File: src/rtl/npc_mc_ctrl_if.sv
// Fetch and data-memory request/response channels of the multi-cycle NPC sequencer.
// Master is the sequencer; slave is the memory side.
interface npc_mc_ctrl_if #(
   parameter int XLEN = 32
);
   logic            if_req_valid;
   logic            if_req_ready;
   logic [XLEN-1:0] if_req_addr;
   logic            if_resp_valid;
   logic [31:0]     if_resp_data;
   logic            mem_req_valid;
   logic            mem_req_ready;
   logic            mem_req_we;
   logic            mem_resp_valid;
   logic [XLEN-1:0] mem_resp_data;

   modport master (
      output if_req_valid, if_req_addr, mem_req_valid, mem_req_we,
      input  if_req_ready, if_resp_valid, if_resp_data,
             mem_req_ready, mem_resp_valid, mem_resp_data
   );

   modport slave (
      input  if_req_valid, if_req_addr, mem_req_valid, mem_req_we,
      output if_req_ready, if_resp_valid, if_resp_data,
             mem_req_ready, mem_resp_valid, mem_resp_data
   );
endinterface

File: src/rtl/npc_mc_ctrl.sv
// Multi-cycle NPC sequencer: IF -> EX -> (MEM) -> WB with PC ownership, commit gating,
// halt/illegal/timeout detection and cycle/instret counters.
module npc_mc_ctrl #(
   parameter int              XLEN     = 32,
   parameter logic [XLEN-1:0] RESET_PC = 32'h8000_0000,
   parameter int unsigned     TIMEOUT  = 255,
   parameter int              CNT_W    = 64
) (
   input  logic             clk,
   input  logic             rst,
   npc_mc_ctrl_if.master    bus,
   output logic [31:0]      inst,
   input  logic             is_load,
   input  logic             is_store,
   input  logic             is_ebreak,
   input  logic             is_illegal,
   input  logic             reg_wen_in,
   input  logic             csr_wen_in,
   input  logic [XLEN-1:0]  dnpc_in,
   output logic [XLEN-1:0]  load_data,
   output logic [XLEN-1:0]  pc,
   output logic             gpr_wen,
   output logic             csr_wen,
   output logic             commit,
   output logic             halted,
   output logic             error,
   output logic [1:0]       err_cause,
   output logic [CNT_W-1:0] cycle_cnt,
   output logic [CNT_W-1:0] instret_cnt
);
   typedef enum logic [2:0] {
      S_IF_REQ, S_IF_WAIT, S_EX, S_MEM_REQ, S_MEM_WAIT, S_WB, S_HALT, S_ERR
   } state_t;

   // Last waiting cycle index; a response on this cycle still wins over the timeout.
   localparam logic [15:0] WAIT_LAST = 16'(TIMEOUT - 1);

   state_t      state, state_nx;
   logic [15:0] wait_cnt;
   logic [1:0]  cause_nx;
   logic        wait_expired;

   assign wait_expired = (wait_cnt == WAIT_LAST);

   always_comb begin
      state_nx = state;
      cause_nx = 2'd0;
      case (state)
         S_IF_REQ:   if (bus.if_req_ready) state_nx = S_IF_WAIT;
         S_IF_WAIT: begin
            if (bus.if_resp_valid) state_nx = S_EX;
            else if (wait_expired) begin
               state_nx = S_ERR;
               cause_nx = 2'd2;
            end
         end
         S_EX: begin
            if (is_illegal) begin
               state_nx = S_ERR;
               cause_nx = 2'd1;
            end else if (is_load || is_store) state_nx = S_MEM_REQ;
            else state_nx = S_WB;
         end
         S_MEM_REQ:  if (bus.mem_req_ready) state_nx = S_MEM_WAIT;
         S_MEM_WAIT: begin
            if (bus.mem_resp_valid) state_nx = S_WB;
            else if (wait_expired) begin
               state_nx = S_ERR;
               cause_nx = 2'd3;
            end
         end
         S_WB:       state_nx = is_ebreak ? S_HALT : S_IF_REQ;
         S_HALT:     state_nx = S_HALT;
         S_ERR:      state_nx = S_ERR;
         default:    state_nx = S_ERR;
      endcase
   end

   // Outputs are masked while rst is high so nothing is requested or committed during reset.
   assign bus.if_req_valid  = (state == S_IF_REQ) && !rst;
   assign bus.if_req_addr   = pc;
   assign bus.mem_req_valid = (state == S_MEM_REQ) && !rst;
   assign bus.mem_req_we    = (state == S_MEM_REQ) && !rst && is_store;
   assign commit            = (state == S_WB) && !rst;
   assign gpr_wen           = commit && reg_wen_in;
   assign csr_wen           = commit && csr_wen_in;

   always_ff @(posedge clk) begin
      if (rst) begin
         state       <= S_IF_REQ;
         pc          <= RESET_PC;
         inst        <= '0;
         load_data   <= '0;
         cycle_cnt   <= '0;
         instret_cnt <= '0;
         halted      <= 1'b0;
         error       <= 1'b0;
         err_cause   <= 2'd0;
         wait_cnt    <= '0;
      end else begin
         state <= state_nx;
         if (state == S_IF_WAIT || state == S_MEM_WAIT) wait_cnt <= wait_cnt + 16'd1;
         else wait_cnt <= '0;
         if (state == S_IF_WAIT && bus.if_resp_valid) inst <= bus.if_resp_data;
         if (state == S_MEM_WAIT && bus.mem_resp_valid && is_load) load_data <= bus.mem_resp_data;
         if (state == S_WB) begin
            pc          <= dnpc_in;
            instret_cnt <= instret_cnt + CNT_W'(1);
            if (is_ebreak) halted <= 1'b1;
         end
         if (state_nx == S_ERR && state != S_ERR) begin
            error     <= 1'b1;
            err_cause <= cause_nx;
         end
         if (state != S_HALT && state != S_ERR) cycle_cnt <= cycle_cnt + CNT_W'(1);
      end
   end
endmodule

File: src/flat_wrapper.sv
// flat-port wrapper written by rule: the top's interface ports become plain ports
module npc_mc_ctrl_flat 
#(
   parameter int              XLEN     = 32,
   parameter logic [XLEN-1:0] RESET_PC = 32'h8000_0000,
   parameter int unsigned     TIMEOUT  = 255,
   parameter int              CNT_W    = 64
)
  (clk, rst, inst, is_load, is_store, is_ebreak, is_illegal, reg_wen_in, csr_wen_in, dnpc_in, load_data, pc, gpr_wen, csr_wen, commit, halted, error, err_cause, cycle_cnt, instret_cnt, bus_if_req_valid, bus_if_req_addr, bus_mem_req_valid, bus_mem_req_we, bus_if_req_ready, bus_if_resp_valid, bus_if_resp_data, bus_mem_req_ready, bus_mem_resp_valid, bus_mem_resp_data);
  npc_mc_ctrl_if #(.XLEN(XLEN)) bus_i ();
  input  logic clk;
  input  logic rst;
  output logic [31:0] inst;
  input  logic is_load;
  input  logic is_store;
  input  logic is_ebreak;
  input  logic is_illegal;
  input  logic reg_wen_in;
  input  logic csr_wen_in;
  input  logic [XLEN-1:0] dnpc_in;
  output logic [XLEN-1:0] load_data;
  output logic [XLEN-1:0] pc;
  output logic gpr_wen;
  output logic csr_wen;
  output logic commit;
  output logic halted;
  output logic error;
  output logic [1:0] err_cause;
  output logic [CNT_W-1:0] cycle_cnt;
  output logic [CNT_W-1:0] instret_cnt;
  output wire logic [$bits(bus_i.if_req_valid)-1:0] bus_if_req_valid;
  output wire logic [$bits(bus_i.if_req_addr)-1:0] bus_if_req_addr;
  output wire logic [$bits(bus_i.mem_req_valid)-1:0] bus_mem_req_valid;
  output wire logic [$bits(bus_i.mem_req_we)-1:0] bus_mem_req_we;
  input wire logic [$bits(bus_i.if_req_ready)-1:0] bus_if_req_ready;
  input wire logic [$bits(bus_i.if_resp_valid)-1:0] bus_if_resp_valid;
  input wire logic [$bits(bus_i.if_resp_data)-1:0] bus_if_resp_data;
  input wire logic [$bits(bus_i.mem_req_ready)-1:0] bus_mem_req_ready;
  input wire logic [$bits(bus_i.mem_resp_valid)-1:0] bus_mem_resp_valid;
  input wire logic [$bits(bus_i.mem_resp_data)-1:0] bus_mem_resp_data;
  assign bus_if_req_valid = bus_i.if_req_valid;
  assign bus_if_req_addr = bus_i.if_req_addr;
  assign bus_mem_req_valid = bus_i.mem_req_valid;
  assign bus_mem_req_we = bus_i.mem_req_we;
  assign bus_i.if_req_ready = bus_if_req_ready;
  assign bus_i.if_resp_valid = bus_if_resp_valid;
  assign bus_i.if_resp_data = bus_if_resp_data;
  assign bus_i.mem_req_ready = bus_mem_req_ready;
  assign bus_i.mem_resp_valid = bus_mem_resp_valid;
  assign bus_i.mem_resp_data = bus_mem_resp_data;
  npc_mc_ctrl #(.XLEN(XLEN), .RESET_PC(RESET_PC), .TIMEOUT(TIMEOUT), .CNT_W(CNT_W)) u_core (.clk(clk), .rst(rst), .bus(bus_i), .inst(inst), .is_load(is_load), .is_store(is_store), .is_ebreak(is_ebreak), .is_illegal(is_illegal), .reg_wen_in(reg_wen_in), .csr_wen_in(csr_wen_in), .dnpc_in(dnpc_in), .load_data(load_data), .pc(pc), .gpr_wen(gpr_wen), .csr_wen(csr_wen), .commit(commit), .halted(halted), .error(error), .err_cause(err_cause), .cycle_cnt(cycle_cnt), .instret_cnt(instret_cnt));
endmodule
File: config.mk
export PLATFORM = sky130hd
export DESIGN_NAME = npc_mc_ctrl_flat
export DESIGN_NICKNAME = d
export VERILOG_FILES = /design/src/rtl/npc_mc_ctrl_if.sv /design/src/rtl/npc_mc_ctrl.sv /design/src/flat_wrapper.sv
export SDC_FILE = /design/constraint.sdc
export NUM_CORES = 1
export LEC_CHECK = 0
export BUFFER_PORTS_ARGS = -buffer_cell sky130_fd_sc_hd__buf_4
export CAP_MARGIN = 20
export CORE_AREA = 2 2 135 203
export CTS_CLUSTER_SIZE = 25
export DETAILED_ROUTE_END_ITERATION = 12
export DIE_AREA = 0 0 137 205
export GPL_TIMING_DRIVEN = 0
export PLACE_DENSITY = 0.67
export SKIP_CTS_REPAIR_TIMING = 1
export SYNTH_ARGS = -nofsm -noshare
export SYNTH_HDL_FRONTEND = slang
export SYNTH_SLANG_ARGS = --single-unit
File: constraint.sdc
create_clock -name clk -period 6.3 [get_ports clk]
set_clock_uncertainty 0.15 [all_clocks]
set_input_delay 0.315 -clock clk [delete_from_list [all_inputs] [get_ports clk]]
set_output_delay 0.315 -clock clk [all_outputs]
set_load 0.005 [all_outputs]
### After elaboration in Yosys (flattened, before gate mapping)

Index checks and enable logic that the tools add are counted.

| word-level totals | value |
|---|---|
| bits in registers | 247 |
| bits of input ports | 108 |
| output and inout bits | 266 |
| logic and storage cells | 57 |

| operators by class | value |
|---|---|
| add/subtract/negate cells | 3 |
| equality and inequality tests | 11 |
| multiplexer cells | 15 |
| bitwise logic cells | 1 |
| reductions and logical operators | 17 |

Operator list:

| cell | count |
|---|---|
| $add 64x1->64 const B | 2 |
| $mux 3 | 8 |
| $pmux 3 s8 | 1 |
| $add 16x1->16 const B | 1 |
| $eq 16x8->1 const B | 1 |
| $eq 3x3->1 const B | 5 |
| $logic_and 1x1->1 | 11 |
| $mux 2 | 4 |
| $eq 3x2->1 const B | 2 |
| $ne 3x3->1 const B | 2 |
| $pmux 2 s3 | 1 |
| $eq 3x1->1 const B | 1 |
| $logic_not 3->1 | 1 |
| $logic_or 1x1->1 | 2 |
| $reduce_and 2->1 | 1 |
| $reduce_or 2->1 | 1 |
| $logic_not 1->1 | 1 |
| $mux 1 | 1 |
| $not 1->1 | 1 |

### Depth between registers and ports, before layout

Gate-level depths: netlist of the first run.

| depth | value |
|---|---|
| word-level depth | 6 |
| depth in mapped cells | 9 |
| mapped depth without buffers | 7 |

### Worst setup path before layout of the first run

Ideal clock, no wire load.

| timing path | value |
|---|---|
| kind | reg-to-reg |
| start | register u_core.instret_cnt[11] |
| end | register u_core.instret_cnt[49] |
| arrival | 1963 ps |
| slack | 4060 ps |
| stages on the path, launching flop included | 9 |
| cells stage by stage | dfxtp_1 -> and4_4 -> nand3_2 -> or4_4 -> buf_6 -> buf_6 -> nor4_4 -> xnor2_1 -> nor2_1 |

| between the ends | value |
|---|---|
| cells in the longest elaborated chain, start to end | 1 |

RTL lines:

| item | line | text |
|---|---|---|
| start, declared | npc_mc_ctrl.sv:29 | `output logic [CNT_W-1:0] instret_cnt` |
| start signal, assigned | npc_mc_ctrl.sv:108 | `instret_cnt <= instret_cnt + CNT_W'(1);` |
| $add 64x1->64 | npc_mc_ctrl.sv:108 |  |

Every way passes these cells.
A chain may end at the register's enable or synchronous reset.

### Final worst setup path of the first run

| timing path | value |
|---|---|
| start | register u_core.state[2] |
| end | output port csr_wen |

| between the ends | value |
|---|---|
| cells in the longest elaborated chain, start to end | 3 |

RTL lines:

| item | line | text |
|---|---|---|
| start, declared | npc_mc_ctrl.sv:38 | `state_t state, state_nx;` |
| start signal, assigned | npc_mc_ctrl.sv:101 | `state <= state_nx;` |
| $eq 3x3->1 | npc_mc_ctrl.sv:84 | `assign commit = (state == S_WB) && !rst;` |
| $logic_and 1x1->1 | npc_mc_ctrl.sv:84 |  |
| $logic_and 1x1->1 | npc_mc_ctrl.sv:86 | `assign csr_wen = commit && csr_wen_in;` |
| end, declared | flat_wrapper.sv:24 | `output logic csr_wen;` |

Every way passes these cells.

==> flow_summary.toml, run 1 <==
[yosys]
synth.cell_area_sq_um = 10600
synth_compound_area_share_pct = 8.45
synth_fa_ha_area_share_pct = 0.470
synthTopCellsByCount = "247 x dfxtp_1, 244 x nand2_1, 138 x nor2_1"
ys_ff_latch = 247
synth_nets = 1414
ys_seq_area_share_pct = 46.5
synth_area_leaders = "dfxtp_1 46%, nand2_1 8.6%, a21oi_1 6.2%"
avgSynthCellArea_sq_um = 8.18
async_reset_ff_share_pct = 0
ys.flop_type = "dfxtp_1"
synthMuxAreaShare_pct = 0.106
synth-edff-count = 0
synth_simple_gate_area_share_pct = 29.3
syn_inst = 1302
yosysTopAreaCell = "dfxtp_1"
synth_top_family_by_area = "simple AND/OR/NAND/NOR gates"
post-synth-top-area-fraction_pct = 46.5
ys.warnings.count = 0
synth_most_common_cell = "dfxtp_1"
synth-xor-area-share_pct = 9.30
yosysUniqueCellTypes = 52

[worst_setup_path]
crit_type = "reg -> out"
crit_arrival_ns = 2.73
reg2reg_from = "u_core.cycle_cnt[7]$_SDFFE_PP0P_"
r2r_setup_slack_ns = 3.62
crit_path_max_fanout = 10
end_kind = "output pin"
r2r-end = "u_core.cycle_cnt[59]$_SDFFE_PP0P_"
cp-startpoint = "u_core.state[2]$_SDFF_PP0_"
endpoint = "csr_wen"
worstPathRequired_ns = 5.83
reg2reg_depth = 7
critPathLaunchType = "flip-flop"

[placed_design]
post-place-cells = 2012
portBuffers = 373
place_area_sq_um = 13900
dp_hpwl_um = 26500
gp_congestion = 0.867

[cts]
path_clk_slew_ns = 0.06
insertion_delay_ns = 0.53
clock_sinks = 247
cts_buffers = 26
clk_path_buf_depth = 3
clockRootBuffer = "clkbuf_16"
htree_levels = 1
cts_tree = "built"

[timing]
max_freq_ghz = 0.313
final_max_slew_viol_count = 0
rsz0062_at_grt = "false"
slew_headroom_pct = 44.8
finalHoldViolCount = 0
setup_viol = 0
fin_crit_ns = 3.20
fin_crit_sh_pct = 50.8
tightest_slew_ns = 0.828
setup-tns-final_ns = 0

[floorplan]
die_w_um = 137
dieArea_sq_um = 28100
start_util_pct = 40.5
core_sq_um = 26300
rows = 73
ioPinCount = 374
die_h_um = 205

[route]
detail_route.first_pass.iterations = 5
ant_nets = 0
avgViaCountPerCell = 5.08
dr.first_iter.drc_count = 555
routed_wl_um = 36200
wire_per_inst_um = 16.8
vias = 11000
drc = 0

[layout]
fin_area_sq_um = 15700
finalCoreUtilization_pct = 59.7
multi_input_area_sq_um = 5060
final_cell_count_no_fill = 2157
area.sequential_sq_um = 4940
finalNetCount = 1913
antennaDiodeCount = 0
n_fill_cell = 2284
area.growth.synth_to_final_pct = 47.6
layout-drive-gt1-share_pct = 26.6

[power_and_ir_drop]
power_frac_comb_pct = 8.8
pwr-share-seq_pct = 46.6
clock_power_share_pct = 44.7
p_switching_uw = 807
swShare_pct = 23.4
ir_worst_vdd_mv = 0.241
p_leak_uw = 0.00626
internal-power_uw = 2650
power_per_cell_area_nw_per_um2 = 220

[global_route]
grtUsageTotal_pct = 23.4
grt_pass1_wl_um = 52400
antenna_found_initial = 0
grt_max_degree = 14
grt_pass1_vias = 9918
gr-total-overflow = 0

[hold_path]
hold_class = "in -> reg"

[outcome]
status = "finished clean"

[run]
drv_cap = 0
## metrics by stage
stage | hold WS [ns] | worst slack, ns | total power, uW
after floorplan | 0.286 | 4.06 | 1750
after global placement | 0.292 | 3.65 | 1890
after detailed placement | 0.298 | 3.64 | 1890
after CTS | -0.166 | 3.11 | 3440
after global routing | 0.00527 | 3.05 | 3580
final | 0.00413 | 3.10 | 3450
## routing by layer
layer  share of wire [%]  up-vias  GRT usage [%]  wire length, um
met5                   0        -              0                0
met2                  52      398           43.1            19000
met3                 6.9       58           5.64             2490
li1                    -     5337              -                -
met1                  38     5160           26.3            13800
met4                 2.6        0           6.70              952
## worst min-delay path by stage
| stage | cells after the start | startpoint | end | slack [ns] |
|---|---|---|---|---|
| floorplan | 2 | dnpc_in[31] | u_core.bus.if_req_addr[31]$_SDFFE_PP1N_ | 0.29 |
| global route | 3 | is_illegal | u_core.err_cause[1]$_SDFFE_PP0P_ | 0.005 |
| CTS | 3 | dnpc_in[31] | u_core.bus.if_req_addr[31]$_SDFFE_PP1N_ | -0.17 |
| global placement | 2 | u_core.inst[11]$_SDFFE_PP0P_ | u_core.inst[11]$_SDFFE_PP0P_ | 0.29 |
| finish | 3 | is_illegal | u_core.err_cause[1]$_SDFFE_PP0P_ | 0.004 |
| detailed placement | 2 | u_core.inst[10]$_SDFFE_PP0P_ | u_core.inst[10]$_SDFFE_PP0P_ | 0.30 |
## cell type report
type / count / area share [%]
Multi-Input combinational cell: 925 / 32.2
Sequential cell: 247 / 31.5
Timing Repair Buffer: 471 / 24.1
Clock buffer: 38 / 5.01
Buffer: 103 / 3.40
Tap cell: 337 / 2.68
Inverter: 27 / 0.645
Clock inverter: 9 / 0.494
## layout by cell type, fill, tap and decap left out, drive strengths merged, types with 9 or more instances in the layout
cell type      n
nand4         38
nand2        245
nor4          25
dlygate4sd3   98
nor3          46
o21ai         27
and3          16
clkbuf        96
nand2b         9
dfxtp        247
xor2          47
or3           25
inv           27
nor2         138
a21oi        132
xnor2         66
nand3         55
buf          418
and4          16
## state kept, by name, indices dropped and copies added (netlist names)
register,cells
u_core.load_data,32
u_core.halted,1
u_core.error,1
u_core.state,3
u_core.err_cause,2
u_core.instret_cnt,64
u_core.cycle_cnt,64
u_core.bus.if_req_addr,32
u_core.inst,32
u_core.wait_cnt,16
## power by group through the flow
stage                     clock [uW]  sequential [uW]  combinational, uW
after floorplan                    0             1640                108
after global placement             0             1640                248
after detailed placement           0             1640                250
after CTS                       1580             1610                251
after global routing            1640             1610                329
final                           1540             1610                304
## critical path, stage by stage, from the launching register on
cell	delay, ns
dfxtp_1	0.42
buf_2	0.23
clkbuf_1	0.37
nand2_1	0.35
nor2_1	0.47
and2_1	0.24
buf_4	0.12
## logic make-up (layout without fill, tap and decap cells)
| kind of cell | after synthesis | in the layout |
|---|---|---|
| and+or+nand+nor | 635 | 635 |
| AOI/OAI and AO/OA | 172 | 172 |
| buffers and inverters | 130 | 648 |
| DFF | 247 | 247 |
| xor gates and xnor gates | 113 | 113 |
| adders and majority gates | 4 | 4 |
| muxes | 1 | 1 |
(Power assumes the default switching activity.)
==> run 2, diff against run 1 <==
--- a/config.mk
+++ b/config.mk
@@ -5,14 +5,15 @@
 export SDC_FILE = /design/constraint.sdc
 export NUM_CORES = 1
 export LEC_CHECK = 0
+export ABC_AREA = 1
 export BUFFER_PORTS_ARGS = -buffer_cell sky130_fd_sc_hd__buf_4
 export CAP_MARGIN = 20
-export CORE_AREA = 2 2 135 203
+export CORE_AREA = 2 2 145 217
 export CTS_CLUSTER_SIZE = 25
 export DETAILED_ROUTE_END_ITERATION = 12
-export DIE_AREA = 0 0 137 205
+export DIE_AREA = 0 0 147 219
 export GPL_TIMING_DRIVEN = 0
-export PLACE_DENSITY = 0.67
+export PLACE_DENSITY = 0.68
 export SKIP_CTS_REPAIR_TIMING = 1
 export SYNTH_ARGS = -nofsm -noshare
 export SYNTH_HDL_FRONTEND = slang
==> constraint.sdc (replaced) <==
create_clock -name clk -period 2.7 [get_ports clk]
set_clock_uncertainty 0.15 [all_clocks]
set_input_delay 0.135 -clock clk [delete_from_list [all_inputs] [get_ports clk]]
set_output_delay 0.135 -clock clk [all_outputs]
set_load 0.005 [all_outputs]
==> run 2 against run 1 <==
Combinational power grew to 3.8 times the previous value. Sequential power grew 140%. Area after synthesis grew 15%. Clock power grew to 2.7 times the previous value. Core utilization shrank 1.7 points. Synthesized cell count grew 42%. Total power grew to 2.7 times the previous value. Register-to-register slack lost 3.4 ns. Die area grew 15%. Cell count grew 29%. Highest routed layer unchanged.
==> flow_summary.toml, run 2 <==
[route]
avgViaCountPerCell = 4.95
routed_wl_um = 43300
detail_route.first_pass.iterations = 5
dr.first_iter.drc_count = 600
drc = 0
ant_nets = 0
vias = 13700
wire_per_inst_um = 15.6

[global_route]
grt_max_degree = 14
grtUsageTotal_pct = 25.1
grt_pass1_wl_um = 65100
grt_pass1_vias = 12800
antenna_found_initial = 0
gr-total-overflow = 0

[hold_path]
hold_class = "in -> reg"
whs_endpoint = "u_core.cycle_cnt[15]$_SDFFE_PP0P_"
worstHoldStart = "rst"
whs_path_depth = 5

[yosys]
yosysTopAreaCell = "dfxtp_1"
ys.warnings.count = 0
synth_fa_ha_area_share_pct = 0.409
synth_top_family_by_area = "simple AND/OR/NAND/NOR gates"
yosysUniqueCellTypes = 41
synth_simple_gate_area_share_pct = 38.5
ys_seq_area_share_pct = 40.4
synth.cell_area_sq_um = 12200
post-synth-top-area-fraction_pct = 40.4
async_reset_ff_share_pct = 0
synth_compound_area_share_pct = 9.50
synth_most_common_cell = "nand2_1"
synthMuxAreaShare_pct = 0
synth-xor-area-share_pct = 2.86
avgSynthCellArea_sq_um = 6.63
syn_inst = 1848
synth_area_leaders = "dfxtp_1 40%, nand2_1 15%, nor2_1 11%"
ys_ff_latch = 247
synth_nets = 1960
synth-edff-count = 0
synthTopCellsByCount = "501 x nand2_1, 358 x nor2_1, 247 x dfxtp_1"
ys.flop_type = "dfxtp_1"

[layout]
top_regs = "u_core.cycle_cnt: 64 flops, u_core.instret_cnt: 64 flops"
final_cell_mix = "501 x nand2_1, 404 x buf_4, 358 x nor2_1"
final_common_cell = "nand2_1"
area.growth.synth_to_final_pct = 43.4
fin_area_sq_um = 17600
finalNetCount = 2465
layout-drive-gt1-share_pct = 21.9
final_cell_count_no_fill = 2772
antennaDiodeCount = 0

[cts]
insertion_delay_ns = 0.55
clockRootBuffer = "clkbuf_16"
htree_levels = 1
clk_path_buf_depth = 3
cts_tree = "built"
cts_buffers = 26
clock_sinks = 247
path_clk_slew_ns = 0.06

[worst_setup_path]
crit_arrival_ns = 2.28
r2r-end = "u_core.instret_cnt[36]$_SDFFE_PP0N_"
crit_type = "in -> out"
reg2reg_depth = 10
end_kind = "output pin"
r2r_setup_slack_ns = 0.26
critPathLaunchType = "input port"
reg2reg_from = "u_core.instret_cnt[0]$_SDFFE_PP0N_"
crit_path_max_fanout = 10
worstPathRequired_ns = 2.41

[power_and_ir_drop]
ir_worst_vdd_mv = 0.535
power_per_cell_area_nw_per_um2 = 522
p_leak_uw = 0.00713

[timing]
slew_headroom_pct = 29.7
rsz0062_at_grt = "false"
holdWs_ns = 0.0179
tightest_slew_ns = 1.05
fin_crit_ns = 2.57
final_max_slew_viol_count = 0
setup-tns-final_ns = 0
setup_viol = 0
finalHoldViolCount = 0
fin_crit_sh_pct = 95.1
max_freq_ghz = 0.390

[floorplan]
die_w_um = 147
rows = 78
die_h_um = 219
start_util_pct = 40.5
core_sq_um = 30300
dieArea_sq_um = 32200
ioPinCount = 374

[placed_design]
place_area_sq_um = 15500
post-place-cells = 2620
dp_hpwl_um = 32600
portBuffers = 372
gp_congestion = 0.946

[run]
drv_cap = 0

[outcome]
status = "finished clean"
==> run 2: changes by cell type in the layout (fill, tap and decap cells not counted), moves of 49 or more <==
cell	before	now
inv_1	27	141
xnor2_1	66	14
nand2_1	244	501
nand3_1	54	103
o21ai_0	26	79
nor2_1	138	358
==> run 2: cells by family after synthesis <==
group | after synthesis
AO/OA/AOI/OAI | 226
flip-flops | 247
XOR/XNOR | 40
AND/OR/NAND/NOR | 1096
buffers and inverters | 235
adder cells (fa/ha/maj) | 4
==> run 2: through the flow <==
| step | total power [uW] | setup slack [ns] | utilization (%) |
|---|---|---|---|
| global route | 9540 | 0.0312 | 58.1 |
| floorplan | 4470 | 0.817 | - |
| detailed placement | 5010 | 0.0814 | 51.4 |
| global placement | 4990 | 0.0343 | 51.4 |
| CTS | 9100 | 0.0703 | 54.6 |
| finish | 9170 | 0.133 | 58.1 |
==> run 2: critical path: stages <==
cell      delay [ns]
buf_4           0.08
clkbuf_1        0.53
clkbuf_1        0.61
clkbuf_1        0.57
nor2_1          0.16
buf_4           0.18
==> run 2: worst max-delay path by stage <==
stage,startpoint,endpoint,slack (ns),cells after the start
final,rst,commit,0.13,6
after global routing,rst,commit,0.03,6
after floorplan,u_core.instret_cnt[0]$_SDFFE_PP0N_,u_core.instret_cnt[36]$_SDFFE_PP0N_,0.82,10
after detailed placement,rst,commit,0.08,6
after CTS,rst,commit,0.07,6
after global placement,rst,commit,0.03,6
==> run 2: report_power, final <==
part	internal (uW)	switching, uW
clock	2560	1540
combinational	579	595
sequential	3790	104
==> run 2: final cells by class <==
class,count,area (sq um)
Fill cell,2934,12700
Multi-Input combinational cell,1366,6280
Sequential cell,247,4940
Clock buffer,38,777
Timing Repair Buffer,477,3840
Inverter,147,552
Buffer,88,469
Clock inverter,9,198
Tap cell,400,500
==> run 2: layer usage <==
| metal | GRT usage, % | up-vias | share of wire (%) |
|---|---|---|---|
| li1 | - | 6874 | - |
| met1 | 27.8 | 6315 | 38 |
| met2 | 46.8 | 420 | 52 |
| met3 | 3.66 | 110 | 5.3 |
| met4 | 12.2 | 0 | 4.5 |
| met5 | 0 | - | 0 |
==> run 3, diff against run 2 <==
--- a/config.mk
+++ b/config.mk
@@ -6,7 +6,7 @@
 export NUM_CORES = 1
 export LEC_CHECK = 0
 export ABC_AREA = 1
-export BUFFER_PORTS_ARGS = -buffer_cell sky130_fd_sc_hd__buf_4
+export BUFFER_PORTS_ARGS = -buffer_cell sky130_fd_sc_hd__buf_2
 export CAP_MARGIN = 20
 export CORE_AREA = 2 2 145 217
 export CTS_CLUSTER_SIZE = 25
==> run 3 against run 2 <==
Wire length decreased by 3.1%. Combinational power decreased by 10%. Die area unchanged. Via count increased by 0.33%. Sequential share of layout area increased by 1.6 points. Critical path depth increased by 4. Sequential power about the same. Global-route usage decreased by 0.96 points. Register-to-register slack got worse by 0.03 ns. Fmax increased by 3.9%. Flip-flop and latch count unchanged. Clock-buffer cell count decreased by 4. Critical path type is now reg -> reg. Critical endpoint is now u_core.instret_cnt[36]$_SDFFE_PP0N_. Largest power group unchanged. Highest routed layer unchanged.
==> flow_summary.toml, run 3 (synthesized netlist as in run 2, its figures left out) <==
[worst_setup_path]
reg2reg_from = "u_core.instret_cnt[0]$_SDFFE_PP0N_"
worstPathRequired_ns = 2.95
critPathLaunchType = "flip-flop"
path_buf_inv = 0
cp_num_cells = 10
cp_top_family = "simple AND/OR/NAND/NOR gates"
end_kind = "flip-flop"
slowest_delay_ns = 0.51
crit_path_max_fanout = 9
cp_common_cell = "nand3_1"
reg2reg_depth = 10
crit_type = "reg -> reg"
cpMaxStageDelayCell = "dfxtp_1"
r2r-end = "u_core.instret_cnt[36]$_SDFFE_PP0N_"
crit_arrival_ns = 2.72
crit_chain = "ha_1 > nand3_1 > nor2_2 > nand2_1 > nor2_1 > nand3_1 > nor2_2 > nand3_1 > o21ai_0 > nor2_1"
r2r_setup_slack_ns = 0.23

[power_and_ir_drop]
p_leak_uw = 0.00705
ir_worst_vdd_mv = 0.441
clock_power_share_pct = 44.2
swShare_pct = 25.3
internal-power_uw = 6610
power_frac_comb_pct = 11.8
power_per_cell_area_nw_per_um2 = 532
pwr-share-seq_pct = 44.0
p_switching_uw = 2240

[layout]
final_common_cell = "nand2_1"
final_cell_count_no_fill = 2776
multi_input_area_sq_um = 6280
n_fill_cell = 2950
layout-drive-gt1-share_pct = 22.1
area.sequential_sq_um = 4940
area.growth.synth_to_final_pct = 35.6
finalNetCount = 2466
final_cell_mix = "501 x nand2_1, 387 x buf_2, 358 x nor2_1"
top_regs = "u_core.cycle_cnt: 64 flops, u_core.instret_cnt: 64 flops"

[placed_design]
gp_congestion = 0.956
dp_hpwl_um = 31600
portBuffers = 372
post-place-cells = 2620

[cts]
insertion_delay_ns = 0.55
htree_levels = 1
path_clk_slew_ns = 0.07
cts_tree = "built"
clock_sinks = 247
clk_path_buf_depth = 3
clockRootBuffer = "clkbuf_16"
cts_buffers = 26

[global_route]
gr-total-overflow = 0
grt_pass1_wl_um = 62700
grtUsageTotal_pct = 24.1
antenna_found_initial = 1
grt_max_degree = 15
grt_pass1_vias = 12600

[hold_path]
hold_class = "in -> reg"
worstHoldStart = "rst"
whs_path_depth = 5
whs_endpoint = "u_core.cycle_cnt[25]$_SDFFE_PP0P_"

[timing]
slew_headroom_pct = 33.6
max_freq_ghz = 0.405
fin_crit_sh_pct = 91.5
rsz0062_at_grt = "false"
setup-tns-final_ns = 0
setup_viol = 0
tightest_slew_ns = 0.996
holdWs_ns = 0.0276
final_max_slew_viol_count = 0
finalHoldViolCount = 0
fin_crit_ns = 2.47

[run]
drv_cap = 0

[route]
drc = 0
wire_per_inst_um = 15.1
ant_nets = 0
detail_route.first_pass.iterations = 5
dr.first_iter.drc_count = 578
routed_wl_um = 42000
avgViaCountPerCell = 4.96
vias = 13800

[floorplan]
dieArea_sq_um = 32200
rows = 78
start_util_pct = 40.5
core_sq_um = 30300
die_h_um = 219
ioPinCount = 374
die_w_um = 147

[outcome]
status = "finished clean"
==> run 3: cell count changes in the layout (fill, tap and decap cells not counted), sizes merged <==
cell	previous run	this run
bufinv	6	4
clkbuf	76	72
clkinv	2	7
clkinvlp	1	3
diode	0	2
dlygate4sd3	105	106
==> run 3: worst min-delay path, cell delays in order <==
cell	delay, ns
buf_2	0.08
inv_1	0.06
clkbuf_1	0.23
o21ai_0	0.13
a21oi_1	0.05
==> run 3: layout make-up <==
cell class                 instances  area share (%)
clock inverter                    14            1.07
multi-input combinational       1366            37.8
tap                              400            3.01
antenna                            2          0.0301
buffer                            88            2.83
inverter                         147            3.32
clock buffer                      34            4.53
timing repair buffer             478            17.6
sequential                       247            29.8
==> run 3: how the worst max path moves through the flow <==
stage / start / end / slack, ns
final: u_core.instret_cnt[0]$_SDFFE_PP0N_ / u_core.instret_cnt[36]$_SDFFE_PP0N_ / 0.23
after global routing: u_core.instret_cnt[0]$_SDFFE_PP0N_ / u_core.instret_cnt[36]$_SDFFE_PP0N_ / 0.07
after CTS: rst / bus_if_req_valid / -0.002
after detailed placement: rst / bus_if_req_valid / 0.03
after global placement: rst / commit / 0.04
after floorplan: u_core.instret_cnt[0]$_SDFFE_PP0N_ / u_core.instret_cnt[36]$_SDFFE_PP0N_ / 0.82
==> run 3: power by group through the flow <==
stage / clock network, uW / logic (uW) / registers (uW)
detailed placement: 0 / 900 / 3970
global route: 4130 / 1160 / 3910
finish: 3910 / 1050 / 3890
floorplan: 0 / 495 / 3970
global placement: 0 / 888 / 3960
CTS: 3980 / 903 / 3890
==> run 3: per-stage QoR <==
step	setup WS [ns]	utilization, %	area, sq um	power, uW
2_1_floorplan	0.817	-	12200	4470
4_1_cts	-0.00166	51.4	15500	8770
3_3_place_gp	0.0351	48.3	14600	4850
3_5_place_dp	0.0315	48.3	14600	4870
6_report	0.229	54.9	16600	8840
5_1_grt	0.0699	54.9	16600	9190
==> run 3: metal layers <==
metal	GRT usage [%]	vias up	share of wire, %
met5	0	-	0
met4	12.6	0	4.8
met3	3.76	128	5.9
met2	44.7	446	51
met1	26.4	6281	38
li1	-	6909	-
